**src/rtl/video_timing_monitor_if.sv**
```systemverilog
// Video timing bundle: syncs and de from the source,
// measured geometry and lock status back from the monitor.
interface video_timing_monitor_if #(
  parameter int CNT_W = 12
);
  logic             hsync;
  logic             vsync;
  logic             de;
  logic [CNT_W-1:0] h_total;
  logic [CNT_W-1:0] h_active;
  logic [CNT_W-1:0] v_total;
  logic [CNT_W-1:0] v_active;
  logic             meas_valid;
  logic             locked;
  logic             frame_err;

  modport master (
    output hsync, vsync, de,
    input  h_total, h_active,
    input  v_total, v_active,
    input  meas_valid, locked, frame_err
  );

  modport slave (
    input  hsync, vsync, de,
    output h_total, h_active,
    output v_total, v_active,
    output meas_valid, locked, frame_err
  );
endinterface

```
**src/rtl/video_timing_monitor.sv**
```systemverilog
// Pixel-clock video timing monitor: measures line/frame geometry,
// checks frame consistency and flags lock. Ports: clk, rst_n, mon.
module video_timing_monitor #(
  parameter int CNT_W       = 12,
  parameter int LOCK_FRAMES = 2,
  parameter bit HS_POL      = 1'b1,
  parameter bit VS_POL      = 1'b1
) (
  input logic                   clk,
  input logic                   rst_n,
  video_timing_monitor_if.slave mon
);
  localparam logic [CNT_W-1:0] CMAX = '1;
  localparam logic [CNT_W-1:0] ONE  = CNT_W'(1);
  localparam logic [3:0]       LOCK_N = 4'(LOCK_FRAMES);

  localparam logic [1:0] SEARCH  = 2'd0;
  localparam logic [1:0] MEASURE = 2'd1;
  localparam logic [1:0] TRACK   = 2'd2;

  function automatic logic [CNT_W-1:0] inc_sat(
    input logic [CNT_W-1:0] v
  );
    return (v == CMAX) ? v : v + ONE;
  endfunction

  // {de, vs, hs}, syncs normalised to active-high
  logic [2:0] s1_q;
  logic [1:0] s2_q;
  logic       hs_e_q;
  logic       vs_e_q;
  logic       de_q;

  always_ff @(posedge clk or negedge rst_n) begin
    if (!rst_n) begin
      s1_q   <= '0;
      s2_q   <= '0;
      hs_e_q <= 1'b0;
      vs_e_q <= 1'b0;
      de_q   <= 1'b0;
    end else begin
      s1_q   <= {mon.de,
                 mon.vsync ~^ VS_POL,
                 mon.hsync ~^ HS_POL};
      s2_q   <= s1_q[1:0];
      hs_e_q <= s1_q[0] & ~s2_q[0];
      vs_e_q <= s1_q[1] & ~s2_q[1];
      de_q   <= s1_q[2];
    end
  end

  logic [1:0]       state_q, state_d;
  logic [CNT_W-1:0] pix_q, pix_d;
  logic [CNT_W-1:0] dcnt_q, dcnt_d;
  logic [CNT_W-1:0] line_q, line_d;
  logic [CNT_W-1:0] act_q, act_d;
  logic [CNT_W-1:0] rl_q, rl_d;
  logic [CNT_W-1:0] ra_q, ra_d;
  logic             rl_v_q, rl_v_d;
  logic             ra_v_q, ra_v_d;
  logic             bad_q, bad_d;
  logic             psat_q, psat_d;
  logic [3:0]       match_q, match_d;
  logic             lock_q, lock_d;
  logic [CNT_W-1:0] ht_q, ht_d;
  logic [CNT_W-1:0] ha_q, ha_d;
  logic [CNT_W-1:0] vt_q, vt_d;
  logic [CNT_W-1:0] va_q, va_d;
  logic             mv_q, mv_d;
  logic             fe_q, fe_d;

  // Frame state including the line closed this cycle;
  // on a coincident vsync that line still belongs to
  // the frame being closed.
  logic [CNT_W-1:0] rl_e, ra_e, act_e, line_e;
  logic             rl_v_e, ra_v_e, bad_e, psat_e;

  always_comb begin
    rl_e   = rl_q;
    rl_v_e = rl_v_q;
    ra_e   = ra_q;
    ra_v_e = ra_v_q;
    bad_e  = bad_q;
    act_e  = act_q;
    line_e = line_q;
    psat_e = psat_q | (pix_q == CMAX);
    if (hs_e_q) begin
      line_e = inc_sat(line_q);
      if (!rl_v_q) begin
        rl_e   = pix_q;
        rl_v_e = 1'b1;
      end else if (pix_q != rl_q) begin
        bad_e = 1'b1;
      end
      if (dcnt_q != '0) begin
        act_e = inc_sat(act_q);
        if (!ra_v_q) begin
          ra_e   = dcnt_q;
          ra_v_e = 1'b1;
        end else if (dcnt_q != ra_q) begin
          bad_e = 1'b1;
        end
      end
    end
  end

  logic srch, f_bad, f_ok, same;

  always_comb begin
    srch  = (state_q == SEARCH);
    f_bad = ~srch &
            (bad_e | psat_e |
             (line_q == CMAX) |
             (line_q == '0));
    f_ok  = ~srch & ~f_bad;
    same  = (rl_e == ht_q) &&
            (ra_e == ha_q) &&
            (line_q == vt_q) &&
            (act_e == va_q);
  end

  always_comb begin
    state_d = state_q;
    match_d = match_q;
    lock_d  = lock_q;
    ht_d    = ht_q;
    ha_d    = ha_q;
    vt_d    = vt_q;
    va_d    = va_q;
    mv_d    = 1'b0;
    fe_d    = 1'b0;
    pix_d   = hs_e_q ? ONE : inc_sat(pix_q);
    dcnt_d  = hs_e_q ? '0 :
              de_q   ? inc_sat(dcnt_q) : dcnt_q;
    line_d  = line_e;
    act_d   = act_e;
    rl_d    = rl_e;
    rl_v_d  = rl_v_e;
    ra_d    = ra_e;
    ra_v_d  = ra_v_e;
    bad_d   = bad_e;
    psat_d  = psat_e;
    if (vs_e_q) begin
      line_d = hs_e_q ? ONE : '0;
      act_d  = '0;
      rl_d   = '0;
      rl_v_d = 1'b0;
      ra_d   = '0;
      ra_v_d = 1'b0;
      bad_d  = 1'b0;
      psat_d = 1'b0;
      unique case (1'b1)
        srch: begin
          state_d = MEASURE;
        end
        f_bad: begin
          fe_d    = 1'b1;
          match_d = '0;
          lock_d  = 1'b0;
          state_d = MEASURE;
        end
        f_ok: begin
          mv_d = 1'b1;
          ht_d = rl_e;
          ha_d = ra_e;
          vt_d = line_q;
          va_d = act_e;
          if (!same)
            match_d = 4'd1;
          else if (match_q != LOCK_N)
            match_d = match_q + 4'd1;
          lock_d  = (match_d == LOCK_N);
          state_d = TRACK;
        end
        default: ;
      endcase
    end
  end

  always_ff @(posedge clk or negedge rst_n) begin
    if (!rst_n) begin
      state_q <= SEARCH;
      pix_q   <= '0;
      dcnt_q  <= '0;
      line_q  <= '0;
      act_q   <= '0;
      rl_q    <= '0;
      ra_q    <= '0;
      rl_v_q  <= 1'b0;
      ra_v_q  <= 1'b0;
      bad_q   <= 1'b0;
      psat_q  <= 1'b0;
      match_q <= '0;
      lock_q  <= 1'b0;
      ht_q    <= '0;
      ha_q    <= '0;
      vt_q    <= '0;
      va_q    <= '0;
      mv_q    <= 1'b0;
      fe_q    <= 1'b0;
    end else begin
      state_q <= state_d;
      pix_q   <= pix_d;
      dcnt_q  <= dcnt_d;
      line_q  <= line_d;
      act_q   <= act_d;
      rl_q    <= rl_d;
      ra_q    <= ra_d;
      rl_v_q  <= rl_v_d;
      ra_v_q  <= ra_v_d;
      bad_q   <= bad_d;
      psat_q  <= psat_d;
      match_q <= match_d;
      lock_q  <= lock_d;
      ht_q    <= ht_d;
      ha_q    <= ha_d;
      vt_q    <= vt_d;
      va_q    <= va_d;
      mv_q    <= mv_d;
      fe_q    <= fe_d;
    end
  end

  assign mon.h_total    = ht_q;
  assign mon.h_active   = ha_q;
  assign mon.v_total    = vt_q;
  assign mon.v_active   = va_q;
  assign mon.meas_valid = mv_q;
  assign mon.locked     = lock_q;
  assign mon.frame_err  = fe_q;
endmodule
```
**src/flat_wrapper.sv**
```systemverilog
// flat-port wrapper written by rule: the top's interface ports become plain ports
module video_timing_monitor_flat 
#(
  parameter int CNT_W       = 12,
  parameter int LOCK_FRAMES = 2,
  parameter bit HS_POL      = 1'b1,
  parameter bit VS_POL      = 1'b1
)
  (clk, rst_n, mon_hsync, mon_vsync, mon_de, mon_h_total, mon_h_active, mon_v_total, mon_v_active, mon_meas_valid, mon_locked, mon_frame_err);
  video_timing_monitor_if #(.CNT_W(CNT_W)) mon_i ();
  input logic clk;
  input logic rst_n;
  input wire logic [$bits(mon_i.hsync)-1:0] mon_hsync;
  input wire logic [$bits(mon_i.vsync)-1:0] mon_vsync;
  input wire logic [$bits(mon_i.de)-1:0] mon_de;
  output wire logic [$bits(mon_i.h_total)-1:0] mon_h_total;
  output wire logic [$bits(mon_i.h_active)-1:0] mon_h_active;
  output wire logic [$bits(mon_i.v_total)-1:0] mon_v_total;
  output wire logic [$bits(mon_i.v_active)-1:0] mon_v_active;
  output wire logic [$bits(mon_i.meas_valid)-1:0] mon_meas_valid;
  output wire logic [$bits(mon_i.locked)-1:0] mon_locked;
  output wire logic [$bits(mon_i.frame_err)-1:0] mon_frame_err;
  assign mon_i.hsync = mon_hsync;
  assign mon_i.vsync = mon_vsync;
  assign mon_i.de = mon_de;
  assign mon_h_total = mon_i.h_total;
  assign mon_h_active = mon_i.h_active;
  assign mon_v_total = mon_i.v_total;
  assign mon_v_active = mon_i.v_active;
  assign mon_meas_valid = mon_i.meas_valid;
  assign mon_locked = mon_i.locked;
  assign mon_frame_err = mon_i.frame_err;
  video_timing_monitor #(.CNT_W(CNT_W), .LOCK_FRAMES(LOCK_FRAMES), .HS_POL(HS_POL), .VS_POL(VS_POL)) u_core (.clk(clk), .rst_n(rst_n), .mon(mon_i));
endmodule
```
**config.mk**
```make
export PLATFORM = sky130hd
export DESIGN_NAME = video_timing_monitor_flat
export DESIGN_NICKNAME = d
export VERILOG_FILES = /design/src/rtl/video_timing_monitor_if.sv /design/src/rtl/video_timing_monitor.sv /design/src/flat_wrapper.sv
export SDC_FILE = /design/constraint.sdc
export NUM_CORES = 1
export LEC_CHECK = 0
export CAP_MARGIN = 30
export CORE_MARGIN = 2
export CORE_UTILIZATION = 35
export CTS_BUF_LIST = sky130_fd_sc_hd__clkbuf_8
export DETAILED_ROUTE_END_ITERATION = 8
export GPL_TIMING_DRIVEN = 1
export SLEW_MARGIN = 20
export SYNTH_ARGS = -nofsm -noshare
export SYNTH_HDL_FRONTEND = slang
export SYNTH_SLANG_ARGS = --single-unit
```
**constraint.sdc**
```tcl
create_clock -name clk -period 3.3 [get_ports clk]
set_clock_uncertainty 0.05 [all_clocks]
set_input_delay 0.495 -clock clk [delete_from_list [all_inputs] [get_ports clk]]
set_output_delay 0.495 -clock clk [all_outputs]
set_load 0.01 [all_outputs]
```
# Word level (Yosys, flattened, before mapping)
# Cells that the tools add are included.
# classes
n_addsub	5
eq_ne	15
mux	44
bitwise	12
n_reduce_logical	18
# ops
operator	n
2-to-1 mux 12 bit	19
adder 12 x 1 -> 12 bit, second input constant	4
== test 12 bit	4
== test 12 bit, second input constant	4
inequality test 12 bit	2
2-to-1 mux 1 bit	18
2-to-1 mux 4 bit	4
zero test 12 bit	1
AND reduction 2 bit	6
nonzero test 12 bit	1
nonzero test 2 bit	5
one-hot mux 4 bit (2 select lines)	1
inequality test 2 x 1 -> 1 bit, second input constant	3
adder 4 x 1 -> 4 bit, second input constant	1
AND 1 bit	4
== test 4 x 2 -> 1 bit, second input constant	1
inequality test 4 x 2 -> 1 bit, second input constant	1
NOT 1 bit	4
OR 1 bit	4
one-hot mux 2 bit (2 select lines)	1
logical AND 1 bit	3
zero test 2 bit	1
one-hot mux 1 bit (2 select lines)	1
OR reduction 2 bit	1
# totals
reg_bits	141
inputBits	5
output_inout_bits	51
elab_cells	118

# Logic depth before layout (Yosys ltp)
# Gate-level depths: netlist of the first run.
# logic_depth
word_depth	17
depth_mapped	14
ltp_nobuf	10

# Worst setup path before layout of the first run
# OpenSTA, ideal clock, no wires.
# synth_path
path_kind	register to register
from	register u_core.dcnt_q[1]
to	register u_core.lock_q (netlist: u_core.mon.locked)
setup_time_ns	0.104
arrival_time_ns	3.437
required_time_ns	3.146
setup_slack_ns	-0.290
path_stages_with_launch	14
path_buffers	3
synth_period_minus_slack_ns	3.590
cell_sequence	dfrtp_1 > clkbuf_1 > inv_1 > ha_1 > or3b_2 > buf_2 > o31ai_1 > a22oi_1 > xnor2_1 > a2111o_1 > or4_1 > clkbuf_1 > or2_1 > o41ai_2
# synth_between
elab_chain_len	13
elab_cells_between_ends	29
cone_classes	eq/ne (4); mux (13); bitwise (6); reduce/logical (6)
# synth_rtl
item	line_no	text
from (decl)	video_timing_monitor.sv:54	logic [CNT_W-1:0] dcnt_q, dcnt_d;
from (signal assigned)	video_timing_monitor.sv:204	dcnt_q <= dcnt_d;
parallel branches: the longest is 13 deep, another holds nonzero test 12 bit	-	
to (signal assigned)	video_timing_monitor.sv:214	lock_q <= lock_d;
to (decl)	video_timing_monitor.sv:64	logic lock_q, lock_d;
# Several ways; the timed one is not identified. The select of a mux whose other input is x is not followed.
# A chain may end at the register's enable or synchronous reset.

# Final worst setup path of the first run
# Same ends and word-level chain as after synthesis.

==> results of run 1 <==
stage by stage:
step | util | TNS (ns) | cell area, um2
6_report | 0.4466 | 0 | 9478
5_1_grt | 0.4466 | -0.1460 | 9478
4_1_cts | 0.4413 | 0 | 9364
3_5_place_dp | 0.4208 | -2.273 | 8930
3_3_place_gp | 0.4208 | -2.026 | 8930
2_1_floorplan | - | -0.006940 | 7670
critical path: cells and delay by family (launching register included):
family / cells / cell delay [ns]
compound gates: 3 / 0.87
fa+ha+maj: 1 / 0.16
buf+inv: 3 / 0.28
flops: 1 / 0.37
simple gates: 5 / 1.41
area by class of cell:
cell class	count	area (um2)
clock buffers	18	247.7
clock inverters	14	168.9
fillers	2081	11740
inverters	28	105.1
multi-input cells	577	3839
flip-flops and latches	141	3530
well taps	275	344.1
repair buffers	143	1244
cell usage after synthesis, types with 13 or more instances:
| library cell | instances |
|---|---|
| dfrtp_1 | 141 |
| nand4_1 | 23 |
| xor2_1 | 67 |
| o21ai_0 | 49 |
| nor4_1 | 17 |
| clkbuf_1 | 37 |
| xnor2_1 | 40 |
| inv_1 | 28 |
| nand2_1 | 67 |
| a21oi_1 | 15 |
| nand3_1 | 29 |
| buf_2 | 13 |
| nor2_1 | 95 |
| nor2b_1 | 14 |
| mux2i_1 | 23 |
where the power goes:
group | switching (mW) | internal, mW | total, mW
Clock | 0.716 | 0.766 | 1.48
Sequential | 0.194 | 1.89 | 2.09
Combinational | 0.845 | 0.787 | 1.63
Total | 1.76 | 3.45 | 5.20
final timing paths:
path	start	endpoint	slack, ns	cells past startpoint
setup / recovery	u_core.dcnt_q[1]	u_core.mon.locked	0.05	12
hold / removal	rst_n	u_core.mon.v_active[10]	0.004	1
setup reg to reg	u_core.dcnt_q[1]	u_core.mon.locked	0.05	12
hold reg to reg	u_core.s1_q[2]	u_core.de_q	0.31	0
max in group asynchronous	rst_n	u_core.pix_q[2]	2.47	2
min in group clk	u_core.s1_q[2]	u_core.de_q	0.31	0
metal layers:
metal,up-vias,part of all wire,global-route usage
met5,-,0,0
met4,0,0.013,0.05324
met3,16,0.039,0.03503
met2,134,0.46,0.2799
met1,2968,0.49,0.2561
li1,3002,-,-
logic make-up after synthesis:
| family | after synthesis | share of synthesized area |
|---|---|---|
| flip-flops | 141 | 0.4631 |
| multiplexers | 33 | 0.04499 |
| AND/OR/NAND/NOR | 298 | 0.1910 |
| buffers and inverters | 84 | 0.04745 |
| adder cells (fa/ha/maj) | 8 | 0.01314 |
| XOR/XNOR | 107 | 0.1230 |
| AO/OA/AOI/OAI | 131 | 0.1174 |
sequential cells by signal (all words and copies together) (netlist names):
signal,flops
u_core.match_q,4
u_core.hs_e_q,1
u_core.rl_q,12
u_core.mon.v_total,12
u_core.bad_q,1
u_core.de_q,1
u_core.mon.locked,1
u_core.vs_e_q,1
u_core.mon.meas_valid,1
u_core.mon.h_active,12
u_core.mon.v_active,12
u_core.s1_q,3
u_core.mon.frame_err,1
u_core.ra_q,12
u_core.s2_q,2
u_core.psat_q,1
u_core.state_q,2
u_core.act_q,12
u_core.line_q,12
u_core.dcnt_q,12
u_core.rl_v_q,1
u_core.pix_q,12
u_core.mon.h_total,12
u_core.ra_v_q,1
cells in the final DEF (no fill, tap or decap), types with 4 or more instances in the layout:
master,count
dfrtp_1,140
nor2_1,95
buf_4,82
nand2_1,67
xor2_1,67
clkdlybuf4s50_1,54
o21ai_0,49
xnor2_1,39
nand3_1,29
inv_1,28
nand4_1,23
mux2i_1,23
clkbuf_8,18
nor4_1,17
a21oi_1,15
nor2b_1,13
nor3_1,10
mux2_2,10
nand2b_1,10
ha_1,8
a31oi_1,7
buf_6,6
and4_1,5
a221oi_1,5
and2_1,4
a22oi_1,4
clkinvlp_4,4
what timing repair did:
item | in CTS | in global routing
buffers inserted | 0 | 5
endpoints found under the hold margin | 0 | 0
pin swaps | 2 | 1
gates resized for setup | 5 | 16
setup endpoints to repair | 5 | 5
==> impl_metrics.env, run 1 <==
export IMPL_area_delta_synth_final_pct=24.38
export IMPL_synthFlopType="dfrtp_1"
export IMPL_ys_seq_area_frac=0.4631
export IMPL_ys_warn_count=0
export IMPL_worst_slew_pin_slew_ns=0.7876
export IMPL_die_w_um=151.6
export IMPL_drc=0
export IMPL_crit_arrival_ns=3.56
export IMPL_crit_top_cell="buf_6"
export IMPL_overflow=0
export IMPL_worstHoldPathType="in -> async"
export IMPL_grt_pass1_wl_um=31860
export IMPL_hold_viol=0
export IMPL_grt_util_all_layers=0.1803
export IMPL_drt_initial_drc_count=399
export IMPL_final_cells=1196
export IMPL_cts_tree="yes"
export IMPL_grt_max_degree=70
export IMPL_slowest_delay_ns=0.48
export IMPL_syn_area_per_cell_um2=9.501
export IMPL_synth_area_leaders="dfrtp_1 46%, xor2_1 7.7%, nor2_1 4.7%, xnor2_1 4.6%, nand2_1 3.3%"
export IMPL_cp_required_ns=3.61
export IMPL_fin_crit_sh=0.9846
export IMPL_dp_hpwl_um=14200
export IMPL_drive_above_1_share=0.1705
export IMPL_dieArea_um2=22970
export IMPL_post_drt_via_cell_ratio=5.117
export IMPL_coreArea_um2=21220
export IMPL_slew_violations=0
export IMPL_setup_viol=0
export IMPL_clk_insertion_delay_late_ns=0.46
export IMPL_power_density_nw_per_um2=548.7
export IMPL_fin_crit_ns=3.249
export IMPL_path_class="reg -> reg"
export IMPL_end_kind="flop"
export IMPL_crit_path_cell_trace="inv_1 -> ha_1 -> or3b_4 -> nor3_4 -> buf_6 -> buf_6 -> or3_4 -> a311o_1 -> a2111o_1 -> or4_4 -> or2_4 -> o41ai_2"
export IMPL_drv_cap=0
export IMPL_ys_seq_elements=141
export IMPL_cts_max_path_buffers=2
export IMPL_status="completed"
export IMPL_grt_pass1_vias=6058
export IMPL_io_buffer_count=55
export IMPL_cts_sink_count=141
export IMPL_synth_edff_count=0
export IMPL_n_antenna_cell=0
export IMPL_ir_drop_mv=0.2890
export IMPL_syn_nets=815
export IMPL_synthCells=802
export IMPL_synth_area_leader_cell="dfrtp_1"
export IMPL_startpoint_type="flop"
export IMPL_drtPass1Iterations=5
export IMPL_rows=53
export IMPL_final_nets=921
export IMPL_rsz0062_at_grt="yes"
export IMPL_clkTransAtPathRegs_ns=0.09
export IMPL_num_vias=6120
export IMPL_ys_types=67
export IMPL_pre_cts_ws_ns=-0.4859
export IMPL_ioPinCount=56
export IMPL_slew_headroom=0.4701
export IMPL_finalPower_mw=5.201
export IMPL_ant_nets=0
export IMPL_wl_per_cell_um=16.17
export IMPL_cts_root_buf="clkbuf_8"
export IMPL_placed_cells=1159
export IMPL_p_leak_nw=4.333
export IMPL_antenna_found_initial=0
export IMPL_routabilityCongestion=0.9027
export IMPL_crit_fanout=6
export IMPL_dieHeight_um=151.6
export IMPL_critPathSlowestCell="or4_4"
export IMPL_synth_async_reset_ratio=1.000
export IMPL_wl_um=19340
export IMPL_syn_area_um2=7620
export IMPL_fmax_mhz=307.8
export IMPL_ctsHtreeMaxLevel=4
export IMPL_start_util=0.3591
export IMPL_layout_setup_ws_ns=0.05093
export IMPL_hold_slack_ns=0.004458
export IMPL_numCtsBuffers=17
export IMPL_synth_top_area_share=0.4631
export IMPL_holdBufCountCts=0
(Power assumes the default switching activity.)
==> run 2: changes to the inputs <==
TNS_END_PERCENT = 30   (was default)
==> impl_metrics.env, run 2 (synthesis gave the netlist of run 1 again) <==
export IMPL_status="completed"
export IMPL_drtPass1Iterations=4
export IMPL_num_vias=6093
export IMPL_startpoint_type="flop"
export IMPL_ctsHtreeMaxLevel=4
export IMPL_cp_top_family="simple AND/OR/NAND/NOR gates"
export IMPL_wl_per_cell_um=16.22
export IMPL_slew_violations=0
export IMPL_setup_viol=0
export IMPL_pre_cts_ws_ns=-0.4859
export IMPL_start_util=0.3591
export IMPL_dieHeight_um=151.6
export IMPL_final_cells=1195
export IMPL_worstHoldPathType="in -> async"
export IMPL_drc=0
export IMPL_antenna_found_initial=0
export IMPL_rsz0062_at_grt="yes"
export IMPL_setup_tns_final_ns=0
export IMPL_placed_cells=1159
export IMPL_path_class="reg -> reg"
export IMPL_routabilityCongestion=0.9027
export IMPL_final_common_cell="dfrtp_1"
export IMPL_io_buffer_count=55
export IMPL_dieArea_um2=22970
export IMPL_drt_initial_drc_count=408
export IMPL_slowest_delay_ns=0.48
export IMPL_ioPinCount=56
export IMPL_final_nets=920
export IMPL_fillers=2085
export IMPL_grt_util_all_layers=0.1803
export IMPL_clk_insertion_delay_late_ns=0.46
export IMPL_rows=53
export IMPL_holdBufCountCts=0
export IMPL_grt_pass1_wl_um=31860
export IMPL_fin_crit_sh=0.9894
export IMPL_cp_required_ns=3.61
export IMPL_fmax_mhz=306.3
export IMPL_crit_path_cell_trace="inv_2 -> ha_1 -> or3b_4 -> nor3_4 -> buf_6 -> buf_4 -> or3_4 -> a311o_1 -> a2111o_1 -> or4_4 -> or2_4 -> o41ai_2"
export IMPL_slew_headroom=0.4780
export IMPL_cts_max_path_buffers=2
export IMPL_ir_drop_mv=0.2887
export IMPL_finalPower_mw=5.177
export IMPL_grt_pass1_vias=6058
export IMPL_final_cell_mix="140 x dfrtp_1, 95 x nor2_1, 84 x buf_4, 67 x nand2_1, 67 x xor2_1"
export IMPL_crit_arrival_ns=3.57
export IMPL_wl_um=19380
export IMPL_critPathBufInv=3
export IMPL_grt_max_degree=70
export IMPL_multi_input_area_um2=3825
export IMPL_die_w_um=151.6
export IMPL_area_delta_synth_final_pct=23.96
export IMPL_seqCellArea_um2=3530
export IMPL_coreArea_um2=21220
export IMPL_worst_slew_pin_slew_ns=0.7758
export IMPL_crit_fanout=6
export IMPL_n_antenna_cell=0
export IMPL_post_drt_via_cell_ratio=5.099
export IMPL_fin_crit_ns=3.265
export IMPL_cts_root_buf="clkbuf_8"
export IMPL_critPathSlowestCell="or4_4"
export IMPL_end_kind="flop"
export IMPL_cts_sink_count=141
export IMPL_hold_viol=0
export IMPL_p_leak_nw=4.323
export IMPL_ant_nets=0
export IMPL_numCtsBuffers=17
export IMPL_layout_setup_ws_ns=0.03498
export IMPL_clkTransAtPathRegs_ns=0.08
export IMPL_cts_tree="yes"
export IMPL_power_density_nw_per_um2=548.1
export IMPL_drive_above_1_share=0.1685
export IMPL_dp_hpwl_um=14200
export IMPL_drv_cap=0
export IMPL_overflow=0
==> run 2: worst register-to-register path, cell delays in order, from the launching register on <==
cell and delay [ns]:
dfrtp_1 0.36, inv_2 0.05, ha_1 0.18, or3b_4 0.28
nor3_4 0.06, buf_6 0.12, buf_4 0.13, or3_4 0.33
a311o_1 0.33, a2111o_1 0.36, or4_4 0.48, or2_4 0.27
o41ai_2 0.19
==> run 2: through the flow <==
step                hold WS [ns]  utilization  cell area, um2
floorplan                 0.1494            -            7670
global placement          0.2845       0.4208            8930
detailed placement        0.2918       0.4208            8930
CTS                     0.007674       0.4413            9364
global route             0.03984       0.4451            9445
finish                  0.003876       0.4451            9445
==> run 2: final cells by class <==
| type | instances | share of cell area |
|---|---|---|
| clock buffers | 18 | 0.02623 |
| well taps | 275 | 0.03643 |
| multi-input cells | 577 | 0.4050 |
| clock inverters | 14 | 0.01788 |
| repair buffers | 142 | 0.1297 |
| inverters | 28 | 0.01113 |
| flip-flops and latches | 141 | 0.3737 |
==> run 2: power by group <==
part | leakage, nW | internal [mW] | switching (mW)
registers | 1.92 | 1.89 | 0.193
logic | 2.20 | 0.769 | 0.841
clock network | 0.202 | 0.766 | 0.714
total | 4.32 | 3.43 | 1.75
==> run 2: what timing repair did <==
item / in CTS / in global routing
buffers inserted: 0 / 4
pin swaps: 2 / 2
gates resized for setup: 5 / 11
setup endpoints to repair: 5 / 5
gates cloned: 0 / 0
==> run 2: per-layer routing <==
metal	up-vias	global-route usage	part of all wire
li1	2996	-	-
met3	18	0.03503	0.033
met4	0	0.05324	0.013
met5	-	0	0
met2	108	0.2799	0.46
met1	2971	0.2561	0.49
==> run 2: path summary, 6_finish.rpt <==
path                                  start                       to  slack [ns]  depth (start not counted)
hold reg to reg              u_core.s1_q[2]              u_core.de_q        0.31                          0
setup reg to reg           u_core.dcnt_q[0]        u_core.mon.locked        0.03                         12
setup / recovery           u_core.dcnt_q[0]        u_core.mon.locked        0.03                         12
max in group asynchronous             rst_n          u_core.pix_q[2]        2.47                          2
hold / removal                        rst_n  u_core.mon.v_active[10]       0.004                          1
min in group clk             u_core.s1_q[2]              u_core.de_q        0.31                          0
==> run 3: changes to the inputs <==
DONT_BUFFER_PORTS = 1   (was default)
==> impl_metrics.env, run 3 (synthesis gave the netlist of run 1 again) <==
export IMPL_ctsHtreeMaxLevel=4
export IMPL_end_kind="flop"
export IMPL_clk_insertion_delay_late_ns=0.46
export IMPL_grt_busiest_layer="met2"
export IMPL_routabilityCongestion=0.8345
export IMPL_holdBufCountCts=3
export IMPL_ant_nets=0
export IMPL_coreArea_um2=21220
export IMPL_io_buffer_count=0
export IMPL_numCtsBuffers=17
export IMPL_cts_sink_count=141
export IMPL_fillers=2093
export IMPL_violations="negative hold slack"
export IMPL_grt_max_degree=142
export IMPL_seqCellArea_um2=3531
export IMPL_crit_fanout=7
export IMPL_status="complete, but fails checks"
export IMPL_drv_cap=0
export IMPL_startpoint_type="flop"
export IMPL_cts_tree="yes"
export IMPL_start_util=0.3591
export IMPL_rsz0062_at_grt="yes"
export IMPL_hold_viol=141
export IMPL_met2_usage=0.2742
export IMPL_n_antenna_cell=0
export IMPL_dpl_instance_area_um2=8258
export IMPL_power_density_nw_per_um2=550.2
export IMPL_fmax_mhz=310.5
export IMPL_dieHeight_um=151.6
export IMPL_num_vias=5846
export IMPL_worst_slew_pin_slew_ns=0.8313
export IMPL_worstHoldPathType="in -> async"
export IMPL_ioPinCount=56
export IMPL_final_cells=1126
export IMPL_final_nets=851
export IMPL_setup_viol=0
export IMPL_wl_per_cell_um=17.00
export IMPL_grt_pass1_wl_um=31480
export IMPL_die_w_um=151.6
export IMPL_finalPower_mw=4.816
export IMPL_drt_initial_drc_count=336
export IMPL_slew_violations=0
export IMPL_drc=0
export IMPL_cts_max_path_buffers=2
export IMPL_cts_root_buf="clkbuf_8"
export IMPL_grt_util_all_layers=0.1766
export IMPL_final_cell_mix="139 x dfrtp_1, 95 x nor2_1, 68 x buf_4, 67 x nand2_1, 67 x xor2_1"
export IMPL_dieArea_um2=22970
export IMPL_placed_cells=1086
export IMPL_use_met1=0.2418
export IMPL_final_common_cell="dfrtp_1"
export IMPL_overflow=0
export IMPL_grt_pass1_vias=5808
export IMPL_fin_crit_ns=3.221
export IMPL_cp_required_ns=3.60
export IMPL_path_class="reg -> reg"
export IMPL_fin_crit_sh=0.9759
export IMPL_antenna_found_initial=0
export IMPL_drive_above_1_share=0.1610
export IMPL_final_area_um2=8753
export IMPL_fin_util=0.4125
export IMPL_clkTransAtPathRegs_ns=0.09
export IMPL_slew_headroom=0.4407
export IMPL_use_met3=0.05210
export IMPL_ir_drop_mv=0.2862
export IMPL_crit_arrival_ns=3.52
export IMPL_multi_input_area_um2=3820
export IMPL_rows=53
export IMPL_hold_slack_ns=-0.3155
export IMPL_dp_hpwl_um=13720
export IMPL_drtPass1Iterations=6
export IMPL_area_delta_synth_final_pct=14.88
export IMPL_post_drt_via_cell_ratio=5.192
export IMPL_wl_um=19140
export IMPL_p_leak_nw=4.045
## run 3: cell count changes in the layout (fill, tap and decap cells not counted), moves of 2 or more
cell             before  now
a2111oi_2             2    4
buf_4                84   68
buf_6                 3    0
bufinv_16             3    1
clkdlybuf4s50_1      54    0
dlygate4sd3_1         0    3
inv_6                 1    3
inv_8                 0    2
## run 3: path summary, 6_finish.rpt
path | to | slack (ns) | start | cells past startpoint
max | u_core.mon.locked | 0.08 | u_core.dcnt_q[0] | 12
min | u_core.ra_q[3] | -0.32 | rst_n | 0
max reg2reg | u_core.mon.locked | 0.08 | u_core.dcnt_q[0] | 12
min reg2reg | u_core.de_q | 0.31 | u_core.s1_q[2] | 0
max in group asynchronous | u_core.mon.v_total[5] | 3.32 | rst_n | 0
min in group clk | u_core.de_q | 0.31 | u_core.s1_q[2] | 0
## run 3: layout make-up
type | instances | share of cell area
repair buffers | 73 | 0.06632
multi-input cells | 577 | 0.4364
flip-flops and latches | 141 | 0.4034
clock buffers | 17 | 0.02673
clock inverters | 15 | 0.01587
inverters | 28 | 0.01201
well taps | 275 | 0.03931
## run 3: what timing repair did
item / in CTS / in global routing
buffers inserted: 0 / 5
pin swaps: 0 / 4
endpoints found under the setup margin: 5 / 5
hold endpoints to repair: 144 / 141
resized for setup: 4 / 11
## run 3: per-layer routing
layer  routed length, um  vias to the layer above  share of wire
met2                8863                      124           0.46
met1                8914                     2844           0.47
met5                   0                        -              0
met3                1116                       17          0.058
li1                    -                     2861              -
met4                 246                        0          0.013
## run 3: stage by stage
| stage | setup slack [ns] | setup TNS (ns) |
|---|---|---|
| finish | 0.07949 | 0 |
| global route | -0.009566 | -0.01384 |
| detailed placement | -0.1574 | -0.6608 |
| global placement | -0.1306 | -0.5244 |
| CTS | 0.008259 | 0 |
| floorplan | -0.006940 | -0.006940 |
## run 3: report_power, final
| part | switching, mW | internal, mW |
|---|---|---|
| Combinational | 0.740 | 0.612 |
| Sequential | 0.225 | 1.89 |
| Clock | 0.741 | 0.606 |
## run 3: critical path, cell delays in order, from the launching register on
cell and delay [ns]:
dfrtp_1 0.37, inv_2 0.05, ha_1 0.18, or3b_4 0.30, buf_4 0.14, o31ai_4 0.06, buf_4 0.17, o311a_1 0.39
a211oi_2 0.20, nand4_1 0.14, or4_4 0.61, or2_1 0.27, o41ai_2 0.20
